===== src/rtl/dma_csr_seq.sv =====
// dma_csr_seq: in-order AXI-Lite CSR master fed by a small command FIFO, with response watchdog.
// Ports:
//   i_clk, i_rst_n                     clock, synchronous active-low reset
//   i_cmd_* / o_cmd_ready              command push (write flag, addr, wdata, wstrb)
//   o_rsp_* / i_rsp_ready              one response per command (type echo, rdata, resp)
//   AW/W/B/AR/R                        AXI-Lite master channels (ids constant, prot 0)
//   o_busy                             sequencer active or commands queued
//   o_hang                             sticky watchdog flag, cleared only by reset
module dma_csr_seq #(
  parameter int ADDR_WIDTH  = 32,
  parameter int DATA_WIDTH  = 32,
  parameter int ID_WIDTH    = 8,
  parameter int TXN_ID      = 0,
  parameter int CMD_DEPTH   = 4,
  parameter int TIMEOUT_CYC = 256
) (
  input  logic                    i_clk,
  input  logic                    i_rst_n,
  input  logic                    i_cmd_valid,
  output logic                    o_cmd_ready,
  input  logic                    i_cmd_write,
  input  logic [ADDR_WIDTH-1:0]   i_cmd_addr,
  input  logic [DATA_WIDTH-1:0]   i_cmd_wdata,
  input  logic [DATA_WIDTH/8-1:0] i_cmd_wstrb,
  output logic                    o_rsp_valid,
  input  logic                    i_rsp_ready,
  output logic                    o_rsp_write,
  output logic [DATA_WIDTH-1:0]   o_rsp_rdata,
  output logic [1:0]              o_rsp_resp,
  output logic                    o_awvalid,
  input  logic                    i_awready,
  output logic [ID_WIDTH-1:0]     o_awid,
  output logic [ADDR_WIDTH-1:0]   o_awaddr,
  output logic [2:0]              o_awprot,
  output logic                    o_wvalid,
  input  logic                    i_wready,
  output logic [DATA_WIDTH-1:0]   o_wdata,
  output logic [DATA_WIDTH/8-1:0] o_wstrb,
  input  logic                    i_bvalid,
  output logic                    o_bready,
  input  logic [ID_WIDTH-1:0]     i_bid,
  input  logic [1:0]              i_bresp,
  output logic                    o_arvalid,
  input  logic                    i_arready,
  output logic [ID_WIDTH-1:0]     o_arid,
  output logic [ADDR_WIDTH-1:0]   o_araddr,
  output logic [2:0]              o_arprot,
  input  logic                    i_rvalid,
  output logic                    o_rready,
  input  logic [ID_WIDTH-1:0]     i_rid,
  input  logic [DATA_WIDTH-1:0]   i_rdata,
  input  logic [1:0]              i_rresp,
  output logic                    o_busy,
  output logic                    o_hang
);
  localparam int AW = $clog2(CMD_DEPTH);
  localparam int SW = DATA_WIDTH / 8;
  localparam int WDW = $clog2(TIMEOUT_CYC + 2);
  localparam logic [WDW-1:0] WD_LAST = WDW'(TIMEOUT_CYC - 1);
  typedef enum logic [2:0] {IDLE, WR_ADDR, WR_RESP, RD_ADDR, RD_DATA, RSP, HUNG} state_t;
  logic                  f_write_q [CMD_DEPTH];
  logic [ADDR_WIDTH-1:0] f_addr_q  [CMD_DEPTH];
  logic [DATA_WIDTH-1:0] f_wdata_q [CMD_DEPTH];
  logic [SW-1:0]         f_wstrb_q [CMD_DEPTH];
  logic [AW-1:0] wr_ptr_q, rd_ptr_q;
  logic [AW:0] cnt_q, cnt_d;
  logic push, pop, timeout;
  state_t state_q;
  logic [WDW-1:0] wd_q;
  logic [ADDR_WIDTH-1:0] addr_q;
  logic [DATA_WIDTH-1:0] wdata_q, rsp_rdata_q;
  logic [SW-1:0] wstrb_q;
  logic [1:0] rsp_resp_q;
  logic awvalid_q, wvalid_q, bready_q, arvalid_q, rready_q, rsp_valid_q, rsp_write_q, hang_q;
  logic unused_ids;
  assign unused_ids = ^{i_bid, i_rid};
  // Depth is a power of two, so the count MSB alone means full.
  assign o_cmd_ready = !cnt_q[AW] && !hang_q;
  assign push = i_cmd_valid && o_cmd_ready;
  assign pop = state_q == IDLE && cnt_q != '0;
  assign cnt_d = cnt_q + {{AW{1'b0}}, push} - {{AW{1'b0}}, pop};
  assign timeout = TIMEOUT_CYC != 0 && wd_q == WD_LAST;
  always_ff @(posedge i_clk) begin
    if (!i_rst_n) begin
      wr_ptr_q <= '0;
      rd_ptr_q <= '0;
      cnt_q    <= '0;
    end else begin
      if (push) wr_ptr_q <= wr_ptr_q + 1'b1;
      if (pop) rd_ptr_q <= rd_ptr_q + 1'b1;
      cnt_q <= cnt_d;
    end
  end
  always_ff @(posedge i_clk) begin
    if (push) begin
      f_write_q[wr_ptr_q] <= i_cmd_write;
      f_addr_q[wr_ptr_q]  <= i_cmd_addr;
      f_wdata_q[wr_ptr_q] <= i_cmd_wdata;
      f_wstrb_q[wr_ptr_q] <= i_cmd_wstrb;
    end
  end
  always_ff @(posedge i_clk) begin
    if (!i_rst_n) begin
      state_q     <= IDLE;
      wd_q        <= '0;
      addr_q      <= '0;
      wdata_q     <= '0;
      wstrb_q     <= '0;
      awvalid_q   <= 1'b0;
      wvalid_q    <= 1'b0;
      bready_q    <= 1'b0;
      arvalid_q   <= 1'b0;
      rready_q    <= 1'b0;
      rsp_valid_q <= 1'b0;
      rsp_write_q <= 1'b0;
      rsp_rdata_q <= '0;
      rsp_resp_q  <= '0;
      hang_q      <= 1'b0;
    end else begin
      case (state_q)
        IDLE: if (pop) begin
          addr_q      <= f_addr_q[rd_ptr_q];
          wdata_q     <= f_wdata_q[rd_ptr_q];
          wstrb_q     <= f_wstrb_q[rd_ptr_q];
          rsp_write_q <= f_write_q[rd_ptr_q];
          awvalid_q   <= f_write_q[rd_ptr_q];
          wvalid_q    <= f_write_q[rd_ptr_q];
          arvalid_q   <= !f_write_q[rd_ptr_q];
          state_q     <= f_write_q[rd_ptr_q] ? WR_ADDR : RD_ADDR;
        end
        WR_ADDR: begin
          // AW and W retire independently; move on once neither is still pending.
          if (i_awready) awvalid_q <= 1'b0;
          if (i_wready) wvalid_q <= 1'b0;
          if ((!awvalid_q || i_awready) && (!wvalid_q || i_wready)) begin
            bready_q <= 1'b1;
            wd_q     <= '0;
            state_q  <= WR_RESP;
          end
        end
        WR_RESP: if (i_bvalid) begin
          rsp_resp_q  <= i_bresp;
          rsp_rdata_q <= '0;
          rsp_valid_q <= 1'b1;
          bready_q    <= 1'b0;
          state_q     <= RSP;
        end else if (timeout) begin
          bready_q <= 1'b0;
          hang_q   <= 1'b1;
          state_q  <= HUNG;
        end else wd_q <= wd_q + 1'b1;
        RD_ADDR: if (i_arready) begin
          arvalid_q <= 1'b0;
          rready_q  <= 1'b1;
          wd_q      <= '0;
          state_q   <= RD_DATA;
        end
        RD_DATA: if (i_rvalid) begin
          rsp_resp_q  <= i_rresp;
          rsp_rdata_q <= i_rdata;
          rsp_valid_q <= 1'b1;
          rready_q    <= 1'b0;
          state_q     <= RSP;
        end else if (timeout) begin
          rready_q <= 1'b0;
          hang_q   <= 1'b1;
          state_q  <= HUNG;
        end else wd_q <= wd_q + 1'b1;
        RSP: if (i_rsp_ready) begin
          rsp_valid_q <= 1'b0;
          state_q     <= IDLE;
        end
        HUNG: state_q <= HUNG;
        default: state_q <= IDLE;
      endcase
    end
  end
  assign o_awvalid   = awvalid_q;
  assign o_awid      = ID_WIDTH'(TXN_ID);
  assign o_awaddr    = addr_q;
  assign o_awprot    = 3'b000;
  assign o_wvalid    = wvalid_q;
  assign o_wdata     = wdata_q;
  assign o_wstrb     = wstrb_q;
  assign o_bready    = bready_q;
  assign o_arvalid   = arvalid_q;
  assign o_arid      = ID_WIDTH'(TXN_ID);
  assign o_araddr    = addr_q;
  assign o_arprot    = 3'b000;
  assign o_rready    = rready_q;
  assign o_rsp_valid = rsp_valid_q;
  assign o_rsp_write = rsp_write_q;
  assign o_rsp_rdata = rsp_rdata_q;
  assign o_rsp_resp  = rsp_resp_q;
  assign o_busy      = state_q != IDLE || cnt_q != '0;
  assign o_hang      = hang_q;
endmodule

===== config.mk =====
export PLATFORM = sky130hd
export DESIGN_NAME = dma_csr_seq
export DESIGN_NICKNAME = d
export VERILOG_FILES = /design/src/rtl/dma_csr_seq.sv
export SDC_FILE = /design/constraint.sdc
export NUM_CORES = 1
export LEC_CHECK = 0
export ABC_AREA = 1
export CAP_MARGIN = 20
export CORE_MARGIN = 2
export CORE_UTILIZATION = 47
export DETAILED_ROUTE_END_ITERATION = 12
export PLACE_DENSITY = 0.88
export SYNTH_ARGS = -nofsm -noshare
export SYNTH_HDL_FRONTEND = slang
export SYNTH_SLANG_ARGS = --single-unit

===== constraint.sdc =====
create_clock -name i_clk -period 3.82 [get_ports i_clk]
set_input_delay 0.573 -clock i_clk [delete_from_list [all_inputs] [get_ports i_clk]]
set_output_delay 0.573 -clock i_clk [all_outputs]
set_load 0.01 [all_outputs]

==> results.tsv, run 1 <==
metric	value	unit
status	finished clean	
min_period	2.593	ns
ir_drop	0.4895	mV
maxSlewHeadroom	0.3138	
fin_nets	1765	
num_vias	11300	
fmax	385.6	MHz
die_area	35130	µm²
dp_hpwl	22.46	mm
clk_latency	0.55	ns
hold_path_class	flip-flop to flip-flop	
start_util	0.4739	
cts_setup_buffers	0	
fin_util	0.5952	
critPathMaxFanout	11	
drc	0	
grt-ovfl-total	0	
critical_path_arrival	3.00	ns
drtPass1Iterations	5	
dpl_cell_area	18390	µm²
hold_violations	0	
postCtsResizedCells	0	
syn_area	15810	µm²
synthCells	1426	
die_h	187.4	µm
syn_area_per_cell	11.09	µm²
cap_viol_max_count	0	
clockBufferDepth	3	
ys_warn_count	0	
floorplan.rows	67	
ioPinCount	296	
globalplace.congestion	0.9156	
cpPeakStageDelay	0.70	ns
grt_pass1_wl	59.05	mm
worstPathRequired	4.22	ns
clk_pin_slew_worst_paths	0.06	ns
ys_seq_elements	407	
dr.first_iter.drc_count	797	
critPathCaptureType	flip-flop	
finClkSkew	0.02441	ns
cts_inserted_buffers	43	
detail-route-antenna-nets	0	
grt_max_degree	104	
routed_via_density	5.360	
powerDensity	699.4	nW/µm²
period_share	0.6788	
seq_area_frac_synth	0.6900	
postCtsHoldBufs	0	
path_class	flip-flop to flip-flop	
post_drt_wl_per_cell	18.16	µm
setup_viol	0	
cts_tree	built	
cpMostUsedCell	nand2_1	
drive_above_1_share	0.06201	
cpMaxStageDelayCell	a21oi_1	
portBuffers	257	
rsz0062_at_grt	false	
num-fill-cells	2510	
cts_sinks	407	
fin_area	19860	µm²
grt_pass1_vias	11340	
yosysUniqueCellTypes	36	
worstPathCellList	ha_1 -> nand2_1 -> nor2_1 -> inv_1 -> nor2_1 -> nand2_1 -> nor2_1 -> ha_1 -> a21oi_1 -> nand2_1 -> nand2_1 -> a21oi_1	
drt_wl_total	38.30	mm
slew_violations	0	
core_area	33360	µm²
worst_pin_slew	1.028	ns
timing.setup.tns	0	ns
r2r_slack	1.23	ns
area_delta_synth_final	25.58	%
cts_max_level	2	
cts_root_buf	clkbuf_16	
fp.dieW	187.4	µm
grt_usage	0.2127	
antennaDiodeCount	0	
p_leak	6.908	nW
start_kind	flip-flop	
antenna_found_initial	0	
## stage by stage
| step | std cells | power [mW] | worst slack, ns | hold WS [ns] |
|---|---|---|---|---|
| after floorplan | 1447 | 8.270 | -0.3630 | 0.4410 |
| after global placement | 2029 | 9.464 | 0.9334 | 0.4501 |
| after detailed placement | 2029 | 9.671 | 0.8997 | 0.4554 |
| after CTS | 2109 | 13.97 | 1.212 | 0.4630 |
| after global routing | 2109 | 14.61 | 1.021 | 0.4820 |
| final | 2109 | 13.89 | 1.227 | 0.4622 |
## final timing paths
| kind | cells past startpoint | end | start |
|---|---|---|---|
| max | 12 | wd_q[7] | wd_q[0] |
| min | 2 | wd_q[8] | wd_q[8] |
| max reg2reg | 12 | wd_q[7] | wd_q[0] |
| min reg2reg | 2 | wd_q[8] | wd_q[8] |
## kinds of logic after synthesis
group	synth area share
compound gates	0.1148
buf+inv	0.06330
flops	0.6900
simple gates	0.1219
other cells	0.0002372
fa+ha+maj	0.007596
xor+xnor	0.002216
## worst max-delay path, delay by kind of cell, from the launching register on
kind / cells / cell delay (ns)
AOI/OAI and AO/OA: 2 / 0.77
adders and majority gates: 2 / 0.50
buffers and inverters: 1 / 0.05
DFF: 1 / 0.35
and+or+nand+nor: 7 / 0.80
## layout by cell type, fill, tap and decap left out, types with 4 or more instances in the layout
cell	Yosys	layout
o21ai_0	203	203
clkbuf_16	0	44
inv_1	37	37
nand2_1	102	102
nand3_1	53	53
ha_1	8	8
buf_4	65	19
edfxtp_1	276	276
a31oi_1	70	70
a21oi_1	57	57
bufinv_16	0	6
clkbuf_1	37	9
clkdlybuf4s50_1	0	256
nor2_4	0	4
clkinv_1	1	9
o21ai_1	11	11
conb_1	1	22
nor2_1	304	300
clkbuf_8	0	4
dfxtp_1	131	129
## where the power goes
group | switching, mW | internal (mW) | total [mW]
clock | 1.66 | 2.61 | 4.27
combinational | 2.48 | 1.48 | 3.96
sequential | 0.341 | 5.32 | 5.66
## flip-flops by register name, summed over array words and instances (netlist names), 2 cells and up, named ones only
signal       cells
o_wstrb          4
o_wdata         32
f_write_q        4
wd_q             9
state_q          3
o_rsp_resp       2
cnt_q            3
f_wdata_q      128
rd_ptr_q         2
o_araddr        32
f_wstrb_q       16
wr_ptr_q         2
o_rsp_rdata     32
f_addr_q       128
## layer usage
layer	GRT usage	routed length, µm	vias up
li1	-	-	5312
met1	0.2511	14860	5372
met2	0.3843	19330	537
met3	0.04390	3242	83
met4	0.07571	873	0
met5	0	0	-
## synth_stat cells
cell      instances  area share
nor2_1          304       0.072
edfxtp_1        276        0.52
o21ai_0         203       0.064
dfxtp_1         131        0.17
nand2_1         102       0.024
a31oi_1          70       0.028
buf_4            65       0.031
a21oi_1          57       0.018
nand3_1          53       0.017
clkbuf_1         37      0.0088
inv_1            37      0.0088
buf_2            33       0.010
o21ai_1          11      0.0035
ha_1              8      0.0063
buf_1             6      0.0014
inv_2             4     0.00095
nand4_1           3      0.0012
xor2_1            3      0.0017
buf_6             2      0.0014
nand2_2           2     0.00079
nand3b_1          2     0.00095
nor2_8            2      0.0025
o21bai_1          2     0.00095
and2_1            1     0.00040
clkinv_1          1     0.00024
conb_1            1     0.00024
fa_1              1      0.0013
inv_4             1     0.00040
nand2_4           1     0.00071
nand3_2           1     0.00063
nor2_2            1     0.00040
nor3_1            1     0.00032
o22ai_1           1     0.00040
or2_1             1     0.00040
or2_2             1     0.00040
xnor2_1           1     0.00055
## cell type report
cell class	instances	area, µm²	area share
clock buffer	57	1190	0.05992
clock inverter	23	282.8	0.01424
inverter	43	166.4	0.008380
multi-input combinational	854	4010	0.2019
sequential	407	10920	0.5498
tap	448	560.5	0.02823
timing repair buffer	277	2730	0.1375
Note: power is estimated with default switching activity, not from simulation.
==> run 2, diff against run 1 <==
--- a/config.mk
+++ b/config.mk
@@ -8,9 +8,9 @@
 export ABC_AREA = 1
 export CAP_MARGIN = 20
 export CORE_MARGIN = 2
-export CORE_UTILIZATION = 47
+export CORE_UTILIZATION = 52
 export DETAILED_ROUTE_END_ITERATION = 12
-export PLACE_DENSITY = 0.88
+export PLACE_DENSITY = 0.92
 export SYNTH_ARGS = -nofsm -noshare
 export SYNTH_HDL_FRONTEND = slang
 export SYNTH_SLANG_ARGS = --single-unit
==> constraint.sdc (replaced) <==
create_clock -name i_clk -period 2.44 [get_ports i_clk]
set_input_delay 0.366 -clock i_clk [delete_from_list [all_inputs] [get_ports i_clk]]
set_output_delay 0.366 -clock i_clk [all_outputs]
set_load 0.01 [all_outputs]
==> run 2 against run 1 <==
Net effect: global-route usage grew 1.9 points; final cell count shrank 2.7%; register-to-register slack lost 0.94 ns; first-iteration DRC count grew 41%; clock skew shrank 0.0088 ns; flip-flop and latch count is the same; setup slack lost 1.1 ns; sequential power grew 57%; clock power grew 39%; critical endpoint is now o_busy.
==> results.tsv, run 2 (synthesis results as in run 1) <==
metric	value	unit	change
status	finished clean		
multi_input_area	4010	µm²	unchanged
area_delta_synth_final	24.87	%	
grt_usage	0.2314		+0.01865
core_area	29800	µm²	-11%
seqCellArea	10920	µm²	about the same
cts_tree	built		
finClkSkew	0.01560	ns	-0.008813 ns
drive_above_1_share	0.06494		+0.002932
grt-ovfl-total	0		unchanged
postCtsHoldBufs	0		unchanged
portBuffers	257		unchanged
r2r_slack	0.29	ns	-0.94 ns
slew_violations	0		unchanged
rsz0062_at_grt	false		
path_class	flip-flop to primary output		
grt_pass1_vias	11140		-1.8%
antenna_found_initial	0		unchanged
worstPathCellList	nor2_8 -> nand2_4 -> nor2_1 -> inv_1 -> clkdlybuf4s50_1		
rr_worst_depth	12		unchanged
fin_util	0.6627		+0.06750
ir_drop	0.9932	mV	+100%
grt_pass1_wl	56.95	mm	-3.6%
min_period	2.275	ns	
r2r-end	wd_q[7]		
ioPinCount	296		unchanged
die_h	178.4	µm	-4.8%
final_cell_mix	nor2_1, edfxtp_1, clkdlybuf4s50_1		
fmax	439.5	MHz	
powerDensity	1069	nW/µm²	+53%
cts_root_buf	clkbuf_16		
p_leak	6.893	nW	-0.23%
critPathMaxFanout	4		-7
crit_end	o_busy		
maxSlewHeadroom	0.3390		+0.02514
mostFrequentLayoutCell	nor2_1		
period_share	0.9324		
cts_inserted_buffers	41		-4.7%
fp.dieW	178.4	µm	-4.8%
fin_nets	1769		+0.23%
grt_max_degree	141		+36%
timing.setup.tns	0	ns	unchanged
globalplace.congestion	0.8641		-5.6%
antennaDiodeCount	0		unchanged
hold_path_class	input pin to flip-flop		
cts_max_level	2		unchanged
top_regs	f_addr_q: 128 flops, f_wdata_q: 128 flops		
clk_latency	0.53	ns	-0.02 ns
start_util	0.5307		+0.05676
dr.first_iter.drc_count	1125		+41%
die_area	31820	µm²	-9.4%
routed_via_density	5.536		+3.3%
worstPathRequired	2.07	ns	-2.15 ns
cpMaxStageDelayCell	clkdlybuf4s50_1		
clockBufferDepth	3		unchanged
clk_pin_slew_worst_paths	0.06	ns	about the same
critPathLaunch	state_q[0]		
num_vias	11370		+0.54%
post_drt_wl_per_cell	18.29	µm	+0.73%
dp_hpwl	22.33	mm	-0.57%
drtPass1Iterations	5		unchanged
floorplan.rows	63		-6.0%
start_kind	flip-flop		
hold_violations	0		unchanged
critical_path_arrival	1.91	ns	-1.09 ns
drt_wl_total	37.55	mm	-1.9%
cts_setup_buffers	0		unchanged
num-fill-cells	2032		-19%
power	21.10	mW	+52%
critPathCaptureType	primary output		
crit-reg2reg-launch	wd_q[0]		
cap_viol_max_count	0		unchanged
cpPeakStageDelay	0.48	ns	-0.22 ns
worst_pin_slew	0.9904	ns	-0.03767 ns
setup_viol	0		unchanged
cts_sinks	407		unchanged
detail-route-antenna-nets	0		unchanged
drc	0		unchanged
## run 2: cell count changes in the layout (fill, tap and decap cells not counted), sizes merged
cell | previous run | this run
clkinv | 13 | 15
clkinvlp | 2 | 0
bufinv | 6 | 0
buf | 21 | 27
clkbuf | 57 | 59
## run 2: area by class of cell
class                           instances  area share
Sequential cell                       407      0.5530
Multi-Input combinational cell        854      0.2031
Timing Repair Buffer                  283      0.1456
Clock buffer                           59     0.05919
Tap cell                              390     0.02471
Inverter                               43    0.008428
Clock inverter                         17    0.005957
## run 2: metrics by stage
stage / worst slack, ns / std cells / hold WS, ns / instance area (µm²)
finish: 0.1649 / 2053 / 0.3493 / 19750
floorplan: -0.6293 / 1447 / 0.4410 / 15900
CTS: 0.06160 / 2053 / 0.3268 / 19740
global placement: 0.1977 / 1977 / 0.4487 / 18460
global route: 0.02400 / 2053 / 0.3486 / 19750
detailed placement: 0.1919 / 1977 / 0.4549 / 18460
## run 2: what timing repair did
item | in CTS | in global routing
hold endpoints to repair | 0 | 0
resized for setup | 0 | 1
setup endpoints to repair | 0 | 1
## run 2: power breakdown
| part | switching, mW | total [mW] | internal, mW |
|---|---|---|---|
| combinational | 3.88 | 6.33 | 2.44 |
| sequential | 0.530 | 8.86 | 8.33 |
| clock | 2.55 | 5.92 | 3.37 |
## run 2: worst min-delay path by stage
stage                         start  slack [ns]         endpoint  depth (start not counted)
detailed placement  o_rsp_rdata[28]        0.45  o_rsp_rdata[28]                          2
global route                i_rst_n        0.35      o_wdata[27]                          3
global placement            wd_q[8]        0.45          wd_q[8]                          2
floorplan                   wd_q[8]        0.44          wd_q[8]                          2
CTS                         i_rst_n        0.33      o_wdata[23]                          3
finish                      i_rst_n        0.35      o_wdata[23]                          3
## run 2: worst max-delay path: cells and delay by family (launching register included)
| family | cells | cell delay [ns] |
|---|---|---|
| and+or+nand+nor | 3 | 0.47 |
| DFF | 1 | 0.36 |
| buffers and inverters | 2 | 0.55 |
## run 2: metal layers
metal / vias up / track usage / share of wire
met4: 0 / 0.08706 / 0.025
li1: 5315 / - / -
met3: 80 / 0.05158 / 0.091
met5: - / 0 / 0
met2: 570 / 0.4144 / 0.51
met1: 5400 / 0.2710 / 0.38
